### src/rtl/sad_min_selector.sv
// sad_min_selector: tracks the minimum SAD over one search pass and converts its index to a signed motion vector
//   in_clk, in_rst_n         clock, asynchronous active-low reset
//   in_start                 begin or restart a pass (ignored while converting)
//   in_SAD_bus, in_SAD_valid NUM_PE SADs per beat, lane l carries candidate cand_count+l
//   out_min_SAD, out_mv_x/y  result of the last completed pass, held until the next pulse
//   out_mv_valid, out_busy   one-cycle result pulse, high while collecting or converting
module sad_min_selector #(
    parameter int MAX_DATA_WIDTH = 16,
    parameter int NUM_PE         = 4,
    parameter int SEARCH_RANGE   = 8,
    parameter int NUM_CANDIDATES = 289,
    parameter int IDX_WIDTH      = 9,
    parameter int MV_WIDTH       = 5
) (
    input  logic                             in_clk,
    input  logic                             in_rst_n,
    input  logic                             in_start,
    input  logic [NUM_PE*MAX_DATA_WIDTH-1:0] in_SAD_bus,
    input  logic                             in_SAD_valid,
    output logic [MAX_DATA_WIDTH-1:0]        out_min_SAD,
    output logic [MV_WIDTH-1:0]              out_mv_x,
    output logic [MV_WIDTH-1:0]              out_mv_y,
    output logic                             out_mv_valid,
    output logic                             out_busy
);
    localparam int SEARCH_DIM = 2*SEARCH_RANGE+1;
    localparam int CW = IDX_WIDTH+1;
    typedef enum logic [1:0] {IDLE, COLLECT, CONVERT} state_t;
    state_t state;
    logic [IDX_WIDTH-1:0] cand_count, best_idx, rem, row, beat_idx, next_idx;
    logic [MAX_DATA_WIDTH-1:0] best_SAD, beat_min;
    logic beat_found, update, final_beat;
    // strict compare in ascending lane order makes the lowest lane win on equal SADs
    always_comb begin
        beat_found = 1'b0;
        beat_min = '1;
        beat_idx = '0;
        for (int l = 0; l < NUM_PE; l++)
            if (({1'b0, cand_count} + CW'(l) < CW'(NUM_CANDIDATES)) &&
                (!beat_found || in_SAD_bus[l*MAX_DATA_WIDTH +: MAX_DATA_WIDTH] < beat_min)) begin
                beat_found = 1'b1;
                beat_min = in_SAD_bus[l*MAX_DATA_WIDTH +: MAX_DATA_WIDTH];
                beat_idx = cand_count + IDX_WIDTH'(l);
            end
    end
    assign update = beat_found && (beat_min < best_SAD);
    assign next_idx = update ? beat_idx : best_idx;
    assign final_beat = {1'b0, cand_count} + CW'(NUM_PE) >= CW'(NUM_CANDIDATES);
    assign out_busy = state != IDLE;
    // CONVERT divides best_idx by SEARCH_DIM through repeated subtraction, one row per cycle
    always_ff @(posedge in_clk or negedge in_rst_n)
        if (!in_rst_n) begin
            state <= IDLE;
            cand_count <= '0;
            best_SAD <= '1;
            best_idx <= '0;
            rem <= '0;
            row <= '0;
            out_min_SAD <= '0;
            out_mv_x <= '0;
            out_mv_y <= '0;
            out_mv_valid <= 1'b0;
        end else begin
            out_mv_valid <= 1'b0;
            case (state)
                IDLE, COLLECT:
                    if (in_start) begin
                        state <= COLLECT;
                        cand_count <= '0;
                        best_SAD <= '1;
                        best_idx <= '0;
                    end else if (state == COLLECT && in_SAD_valid) begin
                        if (update) begin
                            best_SAD <= beat_min;
                            best_idx <= beat_idx;
                        end
                        cand_count <= cand_count + IDX_WIDTH'(NUM_PE);
                        if (final_beat) begin
                            state <= CONVERT;
                            rem <= next_idx;
                            row <= '0;
                        end
                    end
                CONVERT:
                    if (rem >= IDX_WIDTH'(SEARCH_DIM)) begin
                        rem <= rem - IDX_WIDTH'(SEARCH_DIM);
                        row <= row + IDX_WIDTH'(1);
                    end else begin
                        out_min_SAD <= best_SAD;
                        out_mv_x <= MV_WIDTH'(rem) - MV_WIDTH'(SEARCH_RANGE);
                        out_mv_y <= MV_WIDTH'(row) - MV_WIDTH'(SEARCH_RANGE);
                        out_mv_valid <= 1'b1;
                        state <= IDLE;
                    end
                default: state <= IDLE;
            endcase
        end
endmodule

### config.mk
export PLATFORM = sky130hd
export DESIGN_NAME = sad_min_selector
export DESIGN_NICKNAME = d
export VERILOG_FILES = /design/src/rtl/sad_min_selector.sv
export SDC_FILE = /design/constraint.sdc
export NUM_CORES = 1
export LEC_CHECK = 0
export ABC_AREA = 1
export BUFFER_PORTS_ARGS = -buffer_cell sky130_fd_sc_hd__buf_2
export CORE_ASPECT_RATIO = 0.5
export CORE_MARGIN = 2
export CORE_UTILIZATION = 52
export DETAILED_ROUTE_END_ITERATION = 8
export GPL_TIMING_DRIVEN = 0
export PLACE_DENSITY = 0.78
export SYNTH_ARGS = -nofsm -noshare
export SYNTH_HDL_FRONTEND = slang
export SYNTH_SLANG_ARGS = --single-unit
export TNS_END_PERCENT = 50
### constraint.sdc
create_clock -name in_clk -period 7.2 [get_ports in_clk]
set_clock_uncertainty 0.05 [all_clocks]
set_input_delay 1.44 -clock in_clk [delete_from_list [all_inputs] [get_ports in_clk]]
set_output_delay 1.44 -clock in_clk [all_outputs]
set_load 0.01 [all_outputs]
Word level (Yosys, flattened, before mapping). Index checks and enable logic that the tools add are counted.

Input bits: 68. Word-level logic and storage cells: 101. Register bits: 81. Output and inout bits: 28.

Bitwise logic cells: 1. Mux-type cells: 37. Eq/ne operators: 9. $lt $le $gt $ge: 10. Add/subtract/negate cells: 12. Reductions and logical operators: 22.

Operators by type and width (count): 9-bit two-way mux (17); 16-bit two-way mux (7); 16-bit less-than comparator (4); 9-bit one-hot mux with 2 select lines (2); 10-bit by 9-bit less-than comparator with 1-bit output, second input constant (3); 9-bit by 2-bit adder with 10-bit output, second input constant (2); 9-bit by 1-bit adder with 9-bit output, second input constant (2); 9-bit by 2-bit adder with 9-bit output, second input constant (2); 9-bit by 1-bit adder with 10-bit output, second input constant (1); 9-bit by 3-bit adder with 10-bit output, second input constant (1); 10-bit by 9-bit greater-or-equal comparator with 1-bit output, second input constant (1); 2-bit != test, second input constant (5); 5-bit by 4-bit subtractor with 5-bit output, second input constant (2); 9-bit by 3-bit adder with 9-bit output, second input constant (1); 9-bit by 5-bit greater-or-equal comparator with 1-bit output, second input constant (1); 9-bit less-than comparator, second input constant (1); 9-bit by 5-bit subtractor with 9-bit output, second input constant (1); 2-bit two-way mux (4); 2-bit nonzero test (4); 1-bit two-way mux (6); 3-bit != test, second input constant (2); 3-bit AND reduction (2); 1-bit logical AND (5); 5-bit AND reduction (1); 9 further kinds (14).

Depth between registers and ports, before layout.
Word-level depth: 21. Depth in mapped cells: 57. Mapped depth without buffers: 53.

Worst setup path after synthesis. Ideal clock, no wire load.

Kind: input to register. From: in in_SAD_bus[9]. To: reg rem[3]. Stages on the path: 41. Buffers on the path: 4. Setup time: 0.117 ns. Setup slack: 0.081 ns. Data required time: 7.033 ns. Arrival time: 6.952 ns. Cell sequence: nor2_1 > ha_1 > a21oi_1 > nand3b_1 > a21oi_1 > nor4_1 > nand2_2 > clkbuf_1 > nand2_1 > o21ai_0 > ha_1 > a21oi_1 > nand3b_1 > a21oi_1 > nor4_1 > nand2_1 > inv_1 > clkbuf_1 > [5 not listed] > nand3b_1 > a21oi_1 > nor4_1 > nand2_2 > clkbuf_1 > nor2_1 > a21oi_1 > ha_1 > a21oi_1 > nand3b_1 > a21oi_1 > nor3_1 > buf_2 > nand2_4 > nand2_1 > nand3_1 > nand2_1 > nand2_1.

Word-level cells in the longest chain between the ends: 20. Elaborated cells between the ends (all ways): 28. Classes of those cells: order compare: 4; mux: 15; reduce/logical: 9.

Ends and longest elaborated chain: start: declaration (RTL line 18) `input logic [NUM_PE*MAX_DATA_WIDTH-1:0] in_SAD_bus,`; 16-bit two-way mux * (RTL line 39) `if (({1'b0, cand_count} + CW'(l) < CW'(NUM_CANDIDATES)) &&`; 16-bit less-than comparator (RTL line 40) `(!beat_found || in_SAD_bus[l*MAX_DATA_WIDTH +: MAX_DATA_WIDTH] < beat_min)) begin`; 1-bit logical OR (RTL line 40); 1-bit logical AND (RTL line 39); 16-bit two-way mux / 1-bit two-way mux (equally long branches) (RTL line 39); 16-bit less-than comparator / 1-bit zero test (equally long branches) (RTL line 40); 1-bit logical OR (RTL line 40); 1-bit logical AND (RTL line 39); [4 not listed]; 16-bit two-way mux (RTL line 39); 16-bit less-than comparator (RTL line 46) `assign update = beat_found && (beat_min < best_SAD);`; 1-bit logical AND (RTL line 46); 9-bit two-way mux *; 9-bit two-way mux * (RTL line 78) `if (final_beat) begin`; 9-bit two-way mux * (RTL line 72) `end else if (state == COLLECT && in_SAD_valid) begin`; 9-bit two-way mux * (RTL line 67) `if (in_start) begin`; 9-bit one-hot mux with 2 select lines * (RTL line 65) `case (state)`; end signal: assignment (RTL line 80) `rem <= next_idx;`; end signal: assignment (RTL line 86) `rem <= rem - IDX_WIDTH'(SEARCH_DIM);`; end: declaration (RTL line 30) `logic [IDX_WIDTH-1:0] cand_count, best_idx, rem, row, beat_idx, next_idx;`.

Mark *: on every way between the ends. The rest lies on a longest branch, timed or not. The select of a mux whose other input is x is not followed. A chain may end at the register's enable or synchronous reset.

Worst setup path after layout.
From: in in_SAD_bus[15]. To: reg best_idx[1].

Word-level cells in the longest chain between the ends: 18. Elaborated cells between the ends (all ways): 26. Classes of those cells: order compare: 4; mux: 13; reduce/logical: 9.

Ends and longest elaborated chain: 16-bit two-way mux * (RTL line 39); 16-bit less-than comparator (RTL line 40); 1-bit logical OR (RTL line 40); 1-bit logical AND (RTL line 39); 16-bit two-way mux / 1-bit two-way mux (equally long branches) (RTL line 39); 16-bit less-than comparator / 1-bit zero test (equally long branches) (RTL line 40); 1-bit logical OR (RTL line 40); 1-bit logical AND (RTL line 39); [2 not listed]; 1-bit logical OR (RTL line 40); 1-bit logical AND (RTL line 39); 16-bit two-way mux (RTL line 39); 16-bit less-than comparator (RTL line 46); 1-bit logical AND (RTL line 46); 9-bit two-way mux * (RTL line 73) `if (update) begin`; 9-bit two-way mux * (RTL line 72); 9-bit two-way mux * (RTL line 67); end signal: assignment (RTL line 75) `best_idx <= beat_idx;`; end: declaration (RTL line 30).

Marks and branches as above.

==> results.md <==
* Layout Utilization at 0.740
* Clock slew at reported path FFs at 0.07 ns
* Area growth, synth to finish at 38.0%
* Xor-xnor portion of the synthesized cell area at 0.0159
* Syn nets at 887
* Multi-input logic area at 0.00383 mm2
* #FFs+latches synth at 75
* Fmax at 0.133 GHz
* Final min period at 7.53 ns
* R2r endpoint: best_idx[1]
* Nets at 1027
* Mapped Area at 0.00550 mm2
* Antenna diode count at 0
* Vias in the first global route at 5226
* Crit Path Class: input pin to flop
* Slowest stage delay, CP at 0.33 ns
* Chip Height at 76.7 um
* Family with the most delay on the worst path: simple AND/OR/NAND/NOR gates
* Most common cell after layout, fill and taps aside: nand2_1
* Crit-path slowest cell: nor4_4
* Total gr overflow at 0
* Vias at 6033
* Min-Delay Startpoint: out_mv_x[0]
* Worst hold path endpoint: out_mv_x[0]
* Status: complete, but fails checks
* Most frequent cells in the layout: 179 x nand2_1, 95 x buf_2, 75 x inv_1, 57 x dfrtp_1, 49 x ha_1
* Worst hold path depth at 2
* Worst Path Required at 7.38 ns
* Synth Instances at 754
* H-Tree Depth at 3
* Number of remaining DRC errors at 0
* Number of flops mapped to enable cells by yosys at 0
* Endpoints failing hold at 0
* CTS Hold Bufs at 0
* Initial antenna violation count at 0
* Largest net degree at the start of global routing at 73
* Worst slew pin tran at 0.725 ns
* Final setup fails at 34
* Synth Area in Adders at 0.148
* PD cells at 368 mW/mm2
* Slew HR at 0.515
* RSZ-0062 raised after global routing: yes
* Power Total at 2.79 mW
* Mean Syn Cell Area at 7.29 um2
* Global-route wire length before repair at 23500 um
* GRT Total Usage at 0.252
* Drt initial violations at 539
* Post-synth ARST share at 1.00
* Synth warn at 0
* Vias per cell at 5.81
* DP HPWL at 10700 um
* Root Buffer: clkbuf_16
* DRT antenna net count at 0
* Layout cell share with drive strength beyond 1 at 0.330
* Final WS setup at -0.329 ns
* # clock sinks at 75
* Multiplexer area fraction after synthesis at 0
* Slew Viols, Final at 0
* CP Max Fanout at 8
* Final hold slack at 0.429 ns
* IO Pins at 96
* R2r setup slk at -0.28 ns
* Levels on crit path at 38
* CP arrival at 7.71 ns
* Yosys cell types at 37
* Final wirelength at 18200 um
* Die area at 0.0115 mm2
* Drt pass-1 iters at 5
* Leakage Power at 3.88 nW
* Buf/Inv on CP at 8
* Simple-gate portion of the synthesized area at 0.253
* Routability-driven placement congestion ratio at 0.901
* Startpoint Class: input pin
* Maximum clock path buffer count at 2
* Largest family of logic cells by synthesized area: simple AND/OR/NAND/NOR gates
* IO Port Bufs at 95
* Post-synthesis compound-gate area fraction at 0.161
* CTS buffer count at 9
* R2R depth at 42
* FF+latch area at 0.00190 mm2
* Hold crit path type: flop to flop
* Core Region at 0.0102 mm2
* Max-Cap Viols at 0
* Die width at 149 um
* Peak supply drop at 0.210 mV
* Core Rows at 26
* CTS tree: done
* Top FF cell, synth: dfrtp_1
* Worst skew pair latency at 0.35 ns
* Seq/Total Area, Yosys at 0.345
* Reg-to-Reg Start: cand_count[6]
* Tcrit/Tclk final at 1.05
* Crit end category: flop
* Avg WL per Cell at 17.5 um
* Fillers at 675
* Failing checks: negative setup slack
* Starting density of the core at 0.536
==> final cells by class <==
cell class / count / share of cell area
Buffer: 25 / 0.0279
Clock buffer: 10 / 0.0315
Clock inverter: 6 / 0.0127
Inverter: 81 / 0.0404
Multi-Input combinational cell: 574 / 0.506
Sequential cell: 75 / 0.251
Tap cell: 140 / 0.0231
Timing Repair Buffer: 128 / 0.108
==> state kept, by name (all words and copies together) (netlist names) <==
name / flops
best_SAD: 16
out_mv_y: 5
best_idx: 9
out_mv_x: 5
out_mv_valid: 1
cand_count: 7
out_min_SAD: 16
rem: 9
state: 2
row: 5
==> stage by stage <==
step	cell area (um2)	worst slack [ns]	TNS, ns	std cells
6_report	7580	-0.329	-8.93	1039
5_1_grt	7580	-0.477	-13.67	1039
4_1_cts	6580	0.00424	0	1007
3_5_place_dp	6180	-1.14	-34.81	990
3_3_place_gp	6150	-0.944	-28.31	989
2_1_floorplan	5500	0.0812	0	754
==> tightest hold or removal path, stage by stage (launching register included) <==
cell,delay [ns]
dfrtp_1,0.34
nand2_1,0.05
o21ai_0,0.06
==> power breakdown <==
| part | leakage [nW] | internal, mW | total, mW | switching (mW) |
|---|---|---|---|---|
| combinational | 2.77 | 0.627 | 1.58 | 0.953 |
| sequential | 0.942 | 0.608 | 0.696 | 0.0887 |
| clock | 0.161 | 0.317 | 0.511 | 0.194 |
==> cell families after synthesis <==
kind of cell | count (synthesis)
simple gates | 331
compound gates | 167
buf+inv | 106
flops | 75
fa+ha+maj | 65
xor+xnor | 10
==> cells in the mapped netlist, types with 4 or more instances <==
| library cell | number | area share |
|---|---|---|
| nand3_1 | 35 | 0.032 |
| o22ai_1 | 4 | 0.0046 |
| a21oi_1 | 49 | 0.045 |
| clkbuf_1 | 18 | 0.012 |
| dfstp_2 | 16 | 0.077 |
| nor3_1 | 5 | 0.0046 |
| a211oi_1 | 4 | 0.0055 |
| inv_1 | 79 | 0.054 |
| xor2_1 | 8 | 0.013 |
| ha_1 | 65 | 0.15 |
| nand3b_1 | 5 | 0.0068 |
| nand4_1 | 9 | 0.010 |
| nand2_2 | 10 | 0.011 |
| a31oi_1 | 5 | 0.0057 |
| o21ai_0 | 68 | 0.062 |
| dfrtp_1 | 59 | 0.27 |
| nand2_1 | 195 | 0.13 |
| nor2_1 | 62 | 0.042 |
| o21ai_1 | 30 | 0.027 |
==> worst max-delay path by stage <==
stage / start / to / slack [ns]
floorplan: in_SAD_bus[9] / rem[3] / 0.08
global placement: in_SAD_bus[9] / rem[8] / -0.94
detailed placement: in_SAD_bus[9] / rem[8] / -1.14
CTS: in_SAD_bus[9] / rem[8] / 0.004
global route: cand_count[3] / rem[5] / -0.48
finish: in_SAD_bus[15] / best_idx[1] / -0.33
==> layer usage <==
metal  track usage  vias up  wire [um]
met5             0        -          0
met4        0.0638        0        620
met3        0.0417       62       1400
met2         0.412      335       8540
met1         0.349     2851       7660
li1              -     2785          -
==> what timing repair did <==
| action | CTS | global route |
|---|---|---|
| gates cloned | 0 | 11 |
| gates resized for setup | 32 | 183 |
| pin swaps | 0 | 39 |
| buffers inserted | 1 | 21 |
| setup endpoints to repair | 34 | 34 |
Note: power is estimated with default switching activity, not from simulation.
